$ cat src/rtl/appx_mult_acc_if.sv
// Term-in / result-out handshake bundle for the signed accumulation stage.
// slave is the accumulator's view; master is the producer/consumer harness view.
interface appx_mult_acc_if #(
  parameter int CNT_W = 16
);
  logic             in_valid;
  logic             in_ready;
  logic [63:0]      in_prod;
  logic             in_neg;
  logic             in_last;
  logic             out_valid;
  logic             out_ready;
  logic [63:0]      out_sum;
  logic             out_sat;
  logic [CNT_W-1:0] out_count;

  modport slave (
    input  in_valid, in_prod, in_neg, in_last, out_ready,
    output in_ready, out_valid, out_sum, out_sat, out_count
  );

  modport master (
    output in_valid, in_prod, in_neg, in_last, out_ready,
    input  in_ready, out_valid, out_sum, out_sat, out_count
  );
endinterface

$ cat src/rtl/appx_mult_acc.sv
// Signed saturating sum of 64-bit product terms; result is registered on the edge that takes the last term.
// The input stalls (in_ready = 0) while a result waits in HOLD for out_ready.
module appx_mult_acc #(
  parameter int ACC_W = 80,
  parameter int CNT_W = 16
) (
  input  logic           clk,
  input  logic           rst_n,
  appx_mult_acc_if.slave io
);
  localparam logic [0:0] ST_ACCUM = 1'b0;
  localparam logic [0:0] ST_HOLD  = 1'b1;

  logic [0:0]       state_q, state_d;
  logic [ACC_W-1:0] acc_q, acc_d;
  logic [CNT_W-1:0] cnt_q, cnt_d;
  logic             ovf_q, ovf_d;
  logic             out_valid_q, out_valid_d;
  logic [63:0]      out_sum_q, out_sum_d;
  logic             out_sat_q, out_sat_d;
  logic [CNT_W-1:0] out_count_q, out_count_d;

  logic             in_ready;
  logic             accept;
  logic [64:0]      term;
  logic [ACC_W:0]   sum_ext;
  logic             acc_clamp;
  logic [ACC_W-1:0] acc_new;
  logic             fits64;
  logic [63:0]      sum64;
  logic [CNT_W-1:0] cnt_new;

  assign in_ready = (state_q == ST_ACCUM) & rst_n;
  assign accept   = io.in_valid & in_ready;

  // One extra guard bit on the sum exposes signed overflow of the ACC_W accumulator.
  always_comb begin
    term      = io.in_neg ? (65'd0 - {1'b0, io.in_prod}) : {1'b0, io.in_prod};
    sum_ext   = {acc_q[ACC_W-1], acc_q} + {{(ACC_W-64){term[64]}}, term};
    acc_clamp = sum_ext[ACC_W] ^ sum_ext[ACC_W-1];
    if (!acc_clamp) begin
      acc_new = sum_ext[ACC_W-1:0];
    end else if (sum_ext[ACC_W]) begin
      acc_new = {1'b1, {(ACC_W-1){1'b0}}};
    end else begin
      acc_new = {1'b0, {(ACC_W-1){1'b1}}};
    end

    // Value fits in 64 bits signed when every bit above bit 62 matches.
    fits64 = (&acc_new[ACC_W-1:63]) | ~(|acc_new[ACC_W-1:63]);
    if (fits64) begin
      sum64 = acc_new[63:0];
    end else if (acc_new[ACC_W-1]) begin
      sum64 = 64'h8000_0000_0000_0000;
    end else begin
      sum64 = 64'h7FFF_FFFF_FFFF_FFFF;
    end

    cnt_new = (&cnt_q) ? cnt_q : cnt_q + 1'b1;
  end

  always_comb begin
    state_d     = state_q;
    acc_d       = acc_q;
    cnt_d       = cnt_q;
    ovf_d       = ovf_q;
    out_valid_d = out_valid_q;
    out_sum_d   = out_sum_q;
    out_sat_d   = out_sat_q;
    out_count_d = out_count_q;
    case (state_q)
      ST_ACCUM: begin
        if (accept) begin
          acc_d = acc_new;
          cnt_d = cnt_new;
          ovf_d = ovf_q | acc_clamp;
          if (io.in_last) begin
            out_sum_d   = sum64;
            out_sat_d   = ovf_q | acc_clamp | ~fits64;
            out_count_d = cnt_new;
            out_valid_d = 1'b1;
            state_d     = ST_HOLD;
          end
        end
      end
      ST_HOLD: begin
        if (out_valid_q & io.out_ready) begin
          out_valid_d = 1'b0;
          acc_d       = '0;
          cnt_d       = '0;
          ovf_d       = 1'b0;
          state_d     = ST_ACCUM;
        end
      end
      default: state_d = ST_ACCUM;
    endcase
  end

  always_ff @(posedge clk) begin
    if (!rst_n) begin
      state_q     <= ST_ACCUM;
      acc_q       <= '0;
      cnt_q       <= '0;
      ovf_q       <= 1'b0;
      out_valid_q <= 1'b0;
      out_sum_q   <= '0;
      out_sat_q   <= 1'b0;
      out_count_q <= '0;
    end else begin
      state_q     <= state_d;
      acc_q       <= acc_d;
      cnt_q       <= cnt_d;
      ovf_q       <= ovf_d;
      out_valid_q <= out_valid_d;
      out_sum_q   <= out_sum_d;
      out_sat_q   <= out_sat_d;
      out_count_q <= out_count_d;
    end
  end

  assign io.in_ready  = in_ready;
  assign io.out_valid = out_valid_q;
  assign io.out_sum   = out_sum_q;
  assign io.out_sat   = out_sat_q;
  assign io.out_count = out_count_q;
endmodule
$ cat src/flat_wrapper.sv
// flat-port wrapper written by rule: the top's interface ports become plain ports
module appx_mult_acc_flat 
#(
  parameter int ACC_W = 80,
  parameter int CNT_W = 16
)
  (clk, rst_n, io_in_valid, io_in_prod, io_in_neg, io_in_last, io_out_ready, io_in_ready, io_out_valid, io_out_sum, io_out_sat, io_out_count);
  appx_mult_acc_if #(.CNT_W(CNT_W)) io_i ();
  input  logic clk;
  input  logic rst_n;
  input wire logic [$bits(io_i.in_valid)-1:0] io_in_valid;
  input wire logic [$bits(io_i.in_prod)-1:0] io_in_prod;
  input wire logic [$bits(io_i.in_neg)-1:0] io_in_neg;
  input wire logic [$bits(io_i.in_last)-1:0] io_in_last;
  input wire logic [$bits(io_i.out_ready)-1:0] io_out_ready;
  output wire logic [$bits(io_i.in_ready)-1:0] io_in_ready;
  output wire logic [$bits(io_i.out_valid)-1:0] io_out_valid;
  output wire logic [$bits(io_i.out_sum)-1:0] io_out_sum;
  output wire logic [$bits(io_i.out_sat)-1:0] io_out_sat;
  output wire logic [$bits(io_i.out_count)-1:0] io_out_count;
  assign io_i.in_valid = io_in_valid;
  assign io_i.in_prod = io_in_prod;
  assign io_i.in_neg = io_in_neg;
  assign io_i.in_last = io_in_last;
  assign io_i.out_ready = io_out_ready;
  assign io_in_ready = io_i.in_ready;
  assign io_out_valid = io_i.out_valid;
  assign io_out_sum = io_i.out_sum;
  assign io_out_sat = io_i.out_sat;
  assign io_out_count = io_i.out_count;
  appx_mult_acc #(.ACC_W(ACC_W), .CNT_W(CNT_W)) u_core (.clk(clk), .rst_n(rst_n), .io(io_i));
endmodule
$ cat config.mk
export PLATFORM = sky130hd
export DESIGN_NAME = appx_mult_acc_flat
export DESIGN_NICKNAME = d
export VERILOG_FILES = /design/src/rtl/appx_mult_acc_if.sv /design/src/rtl/appx_mult_acc.sv /design/src/flat_wrapper.sv
export SDC_FILE = /design/constraint.sdc
export NUM_CORES = 1
export LEC_CHECK = 0
export CAP_MARGIN = 20
export CORE_MARGIN = 2
export CORE_UTILIZATION = 27
export DETAILED_ROUTE_END_ITERATION = 8
export SETUP_SLACK_MARGIN = 0.15
export SYNTH_ARGS = -nofsm -noshare
export SYNTH_HDL_FRONTEND = slang
export SYNTH_SLANG_ARGS = --single-unit
$ cat constraint.sdc
create_clock -name clk -period 12 [get_ports clk]
set_input_delay 2.4 -clock clk [delete_from_list [all_inputs] [get_ports clk]]
set_output_delay 2.4 -clock clk [all_outputs]
set_load 0.005 [all_outputs]
==> results of run 1 <==
stage by stage:
stage	instance area, µm²	setup TNS (ns)	hold WS (ns)	utilization [%]	power, mW
floorplan	14100	0	0.4453	-	1.576
global placement	16620	-3.103	0.4636	32.27	2.094
detailed placement	16620	-6.243	0.4641	32.27	2.094
CTS	17240	0	0.4781	33.46	2.721
global route	17530	0	0.4916	34.03	2.914
finish	17530	0	0.4738	34.03	2.744
layout make-up:
class                      count  area (µm²)
clock buffer                  17       425.4
clock inverter                15       187.7
fill                        5511       33980
inverter                      24       90.09
multi-input combinational   1580       10040
sequential                   180        3603
tap                          680       850.8
timing repair buffer         240        2326
sequential cells by signal (all words and copies together) (netlist names):
name and count:
u_core.cnt_q 16, u_core.io.out_valid 1, u_core.ovf_q 1, u_core.io.out_sum 64
u_core.io.out_count 16, u_core.io.out_sat 1, u_core.state_q 1, u_core.acc_q 80
worst max path at each step:
stage                   from               endpoint  slack, ns  depth (start not counted)
5_1_grt        io_in_prod[4]  u_core.io.out_sum[20]       0.14                         36
6_report       io_in_prod[4]  u_core.io.out_sum[20]       0.53                         36
3_3_place_gp   io_in_prod[4]  u_core.io.out_sum[60]      -0.08                         35
4_1_cts        io_in_prod[4]  u_core.io.out_sum[60]       0.38                         34
3_5_place_dp   io_in_prod[4]  u_core.io.out_sum[58]      -0.13                         34
2_1_floorplan  io_in_prod[4]  u_core.io.out_sum[12]       0.50                         36
critical path: cells and delay by family:
family | cells | cell delay [ns]
xor+xnor | 1 | 0.10
buf+inv | 5 | 1.15
fa+ha+maj | 2 | 0.74
simple gates | 18 | 5.63
compound gates | 10 | 1.84
timing repair:
item,CTS,global route
gates resized for setup,0,25
setup buffers,0,7
endpoints found under the setup margin,0,64
layer usage:
metal | vias to the layer above | wire (µm) | track usage [%]
li1 | 7226 | - | -
met4 | 2 | 1073 | 6.051
met1 | 7114 | 24990 | 25.88
met2 | 422 | 24160 | 30.93
met5 | - | 13 | 0
met3 | 63 | 2707 | 3.664
report_power, final:
part	total, mW	leakage (nW)	internal [mW]	switching (mW)
logic	1.40	4.63	0.535	0.863
clock network	0.611	0.301	0.301	0.310
registers	0.736	1.47	0.681	0.0554
total	2.74	6.40	1.52	1.23
kinds of logic (layout without fill, tap and decap cells):
family	after synthesis	count (layout)
simple gates	676	676
compound gates	665	665
flops	180	180
buf+inv	158	296
xor+xnor	144	144
fa+ha+maj	88	88
mux	7	7
placed cells by master, fill, tap and decap left out, types with 20 or more instances in the layout:
| cell | n |
|---|---|
| o31ai_1 | 20 |
| nor3_1 | 26 |
| a21oi_1 | 148 |
| clkdlybuf4s50_1 | 150 |
| a21o_1 | 28 |
| clkbuf_16 | 20 |
| xor2_1 | 38 |
| a21boi_0 | 20 |
| xnor2_1 | 106 |
| dfxtp_1 | 180 |
| nand2_1 | 285 |
| nor2_1 | 101 |
| o21ai_0 | 196 |
| inv_1 | 23 |
| a22oi_1 | 67 |
| nor2b_1 | 80 |
| and2_1 | 24 |
| ha_1 | 86 |
| a31oi_1 | 62 |
| nand3_1 | 21 |
| buf_4 | 74 |
| nand4_1 | 51 |
==> metrics.md, run 1 <==
| Metric | Value |
|---|---|
| Outcome | finished, final reports clean |
| Clock skew | 0.009989 ns |
| CP max stage cell | or4b_2 |
| DRC viols | 0 |
| Final max-slew violation count | 0 |
| Top-level port count | 153 |
| Pleak | 6.401 nW |
| Critical-path maximum fanout | 13 |
| Rows | 83 |
| Hold WC Path Type | register to register |
| Setup WS pre-CTS | -0.1323 ns |
| WP data required | 12.42 ns |
| Post-Layout Cell Count | 2736 |
| Root Buffer | clkbuf_16 |
| Routed Antenna Nets | 0 |
| Fin. Hold Viols | 0 |
| Area contributors post-synth | dfxtp_1 (26%), ha_1 (7.7%), nand2_1 (7.6%) |
| RePlAce Congestion | 0.9346 |
| CP arrival | 11.88 ns |
| Vert. Die Dim | 232.5 µm |
| Yosys top cell by area | dfxtp_1 |
| Hold Crit Start | u_core.io.out_count[12] |
| Crit path capture type | register |
| Clk sinks | 180 |
| Final net count | 2201 |
| Vias per cell | 5.419 |
| Synth Register Bits | 180 |
| CTS tree | done |
| # setup viols final | 0 |
| Routed WL | 52940 µm |
| RSZ-0062 raised after global routing | false |
| Vias in the first global route | 14430 |
| Area growth, synth to finish | 24.31% |
| Power Density | 156.6 nW/µm² |
| Synth warn | 0 |
| Largest family of logic cells by synthesized area | compound AO/OA/AOI/OAI gates |
| EDFF count, synth | 0 |
| Clock transition at path regs | 0.08 ns |
| Reg2reg setup slack | 6.05 ns |
| CTS max path bufs | 2 |
| Slew @ Worst Pin | 0.9425 ns |
| Vias | 14830 |
| VDD IR max | 0.1075 mV |
| HPWL Detailed | 39760 µm |
| Synth Flop Type | dfxtp_1 |
| Achievable frequency | 0.08721 GHz |
| CP startpoint kind | input port |
| Global-route wire length before repair | 81160 µm |
| Core ar. | 51510 µm² |
| DRT Pass-1 Iters | 6 |
| Post-synthesis mux area share | 0.4969% |
| Die area | 54070 µm² |
| Chip Width | 232.5 µm |
| Slew headroom | 36.94% |
| Initial DRC count | 1233 |
| R2r startpoint | u_core.acc_q[0] |
| Slowest stage delay, CP | 0.60 ns |
| Hold Crit Depth | 2 |
| Post-synthesis adder-cell area fraction | 7.862% |
| Synth Area in XOR/XNOR | 8.945% |
| Worst r2r path cells | 24 |
| Synth top area share | 25.56% |
| Post-Syn Nets | 2076 |
| Syn Inst Count | 1918 |
| Placed insts | 2691 |
| List of most frequent post-synthesis cells | nand2_1 (286), o21ai_0 (198), dfxtp_1 (180) |
| Port Buffers | 152 |
| Mean Syn Cell Area | 7.351 µm² |
| Register area share after synthesis | 25.56% |
| Post-Syn Area | 14100 µm² |
| Final setup margin | 0.5335 ns |
| Initial core utilization | 27.37% |
| H-Tree Depth | 4 |
| CTS Buf Count | 17 |
| CTS Hold Bufs | 0 |
| Worst Hold End | u_core.io.out_count[12] |
| Compound-Gate Fraction of Synth Area | 29.52% |
| Period utilization | 95.55% |
| Largest net degree at the start of global routing | 100 |
| GR Overflow Total | 0 |
| Worst skew pair latency | 0.50 ns |
| Setup CP Type | input port to register |
| GR Util All Layers | 19.25% |
| Synth Area in Simple Gates | 23.40% |
| Initial antenna violation count | 1 |
| R2R Path End | u_core.io.out_sum[20] |
| Most common cell in the netlist | nand2_1 |
| Ratio of cells with drive above 1 in the final layout | 8.171% |
| Asr flop ratio synth | 0% |
| Maxcap violations | 0 |
| Synth unique cells | 67 |
| Drt wl/cell | 19.35 µm |
| Min Tclk post-route | 11.47 ns |
| ANT cells | 0 |
Note: power is estimated with default switching activity, not from simulation.
==> inputs of run 2 (changes only) <==
--- a/config.mk
+++ b/config.mk
@@ -6,6 +6,7 @@
 export NUM_CORES = 1
 export LEC_CHECK = 0
 export CAP_MARGIN = 20
+export CORE_ASPECT_RATIO = 0.8
 export CORE_MARGIN = 2
 export CORE_UTILIZATION = 27
 export DETAILED_ROUTE_END_ITERATION = 8
==> metrics.md, run 2 (synthesis results as in run 1) <==
| Metric | Value |
|---|---|
| Worst skew pair latency | 0.49 ns |
| Placed insts | 2702 |
| Routed WL | 54770 µm |
| Total design power | 2.767 mW |
| Drt wl/cell | 19.92 µm |
| Core ar. | 51290 µm² |
| CTS Hold Bufs | 0 |
| CP arrival | 12.06 ns |
| Chip Width | 259.5 µm |
| Ratio of cells with drive above 1 in the final layout | 8.765% |
| Outcome | finished, final reports clean |
| WP data required | 12.40 ns |
| CP startpoint kind | input port |
| Initial core utilization | 27.49% |
| Top-level port count | 153 |
| Clock transition at path regs | 0.07 ns |
| Cell repeated most along the worst path | or4_4 |
| CTS Buf Count | 17 |
| Routed Antenna Nets | 0 |
| Slew headroom | 30.56% |
| Post-Layout Cell Count | 2750 |
| Clock skew | 0.02494 ns |
| Initial antenna violation count | 3 |
| Slew @ Worst Pin | 1.038 ns |
| Global-route wire length before repair | 83000 µm |
| Hold WC Path Type | register to register |
| Maxcap violations | 0 |
| # setup viols final | 0 |
| Vias in the first global route | 14240 |
| Clk sinks | 180 |
| Setup TNS | 0 ns |
| CTS max path bufs | 2 |
| CP bufs+invs | 4 |
| Area growth, synth to finish | 25.02% |
| Rows | 74 |
| Slowest stage delay, CP | 0.60 ns |
| HPWL Detailed | 41100 µm |
| DRC viols | 0 |
| Die area | 54080 µm² |
| Port Buffers | 152 |
| Final max-slew violation count | 0 |
| Largest register by flop count | u_core.acc_q |
| Period utilization | 97.15% |
| H-Tree Depth | 4 |
| Root Buffer | clkbuf_16 |
| RePlAce Congestion | 0.9360 |
| Final net count | 2210 |
| Pleak | 6.447 nW |
| Vert. Die Dim | 208.4 µm |
| Achievable frequency | 0.08578 GHz |
| Fin. Hold Viols | 0 |
| Critical-path maximum fanout | 8 |
| Power Density | 157.0 nW/µm² |
| DRT Pass-1 Iters | 7 |
| CP max stage cell | or4b_2 |
| CTS tree | done |
| Leading cell type in the layout, fill and taps excluded | nand2_1 |
| GR Util All Layers | 19.41% |
| Vias | 15110 |
| Crit path capture type | register |
| Commonest non-fill, non-tap cells in the layout | nand2_1 (285), o21ai_0 (196), dfxtp_1 (180), clkdlybuf4s50_1 (150), a21oi_1 (149) |
| Initial DRC count | 1277 |
| Min Tclk post-route | 11.66 ns |
| Setup CP Type | input port to register |
| VDD IR max | 0.1270 mV |
| Largest net degree at the start of global routing | 100 |
| Vias per cell | 5.494 |
| Max FFs per register | 80 |
| GR Overflow Total | 0 |
| Crit path max-delay family | simple AND/OR/NAND/NOR gates |
| RSZ-0062 raised after global routing | false |
## run 2: cell count changes in the layout (fill, tap and decap cells not counted), sizes merged
cell / change
o31ai: +1
clkinvlp: +3
bufinv: +1
inv: -4
diode: +1
clkbuf: +1
buf: +7
## run 2: tightest hold or removal path, stage by stage, from the launching register on
cell	delay, ns
dfxtp_1	0.31
nand2_1	0.05
a21boi_0	0.06
## run 2: timing repair
action / 4_1_cts / 5_1_grt
resized for setup: 1 / 25
endpoints found under the setup margin: 6 / 69
pin swaps: 0 / 9
buffers inserted: 0 / 7
gates cloned: 0 / 7
## run 2: final timing paths
path / cells past startpoint / to / slack [ns] / start
max: 36 / u_core.io.out_sum[4] / 0.34 / io_in_prod[4]
min: 2 / u_core.io.out_count[14] / 0.47 / u_core.io.out_count[14]
max reg2reg: 24 / u_core.io.out_sum[4] / 6.03 / u_core.acc_q[10]
min reg2reg: 2 / u_core.io.out_count[14] / 0.47 / u_core.io.out_count[14]
## run 2: power breakdown
group / internal, mW / total [mW] / leakage [nW] / switching [mW]
Combinational: 0.544 / 1.42 / 4.69 / 0.874
Clock: 0.316 / 0.613 / 0.292 / 0.296
Sequential: 0.681 / 0.737 / 1.47 / 0.0561
Total: 1.54 / 2.77 / 6.45 / 1.23
## run 2: cell type report
| cell class | count | area, µm² |
|---|---|---|
| Fill cell | 5443 | 33670 |
| Multi-Input combinational cell | 1581 | 10080 |
| Sequential cell | 180 | 3603 |
| Timing Repair Buffer | 248 | 2380 |
| Tap cell | 684 | 855.8 |
| Clock buffer | 17 | 425.4 |
| Clock inverter | 15 | 192.7 |
| Inverter | 24 | 90.09 |
| Antenna cell | 1 | 2.502 |
## run 2: stage by stage
step	instance area, µm²	setup slack [ns]	utilization (%)	hold slack (ns)
3_5_place_dp	16660	-0.3259	32.47	0.4630
5_1_grt	17630	0.1291	34.36	0.4935
4_1_cts	17280	0.2547	33.69	0.4738
6_report	17630	0.3419	34.37	0.4712
3_3_place_gp	16660	-0.3245	32.47	0.4605
2_1_floorplan	14100	0.5045	-	0.4453
## run 2: metal layers
metal | track usage [%] | vias to the layer above | routed length (µm) | part of all wire (%)
met1 | 27.71 | 7346 | 26770 | 49
met3 | 3.813 | 57 | 3131 | 5.7
met5 | 0 | - | 0 | 0
li1 | - | 7246 | - | -
met4 | 5.371 | 0 | 954 | 1.7
met2 | 29.44 | 459 | 23920 | 44
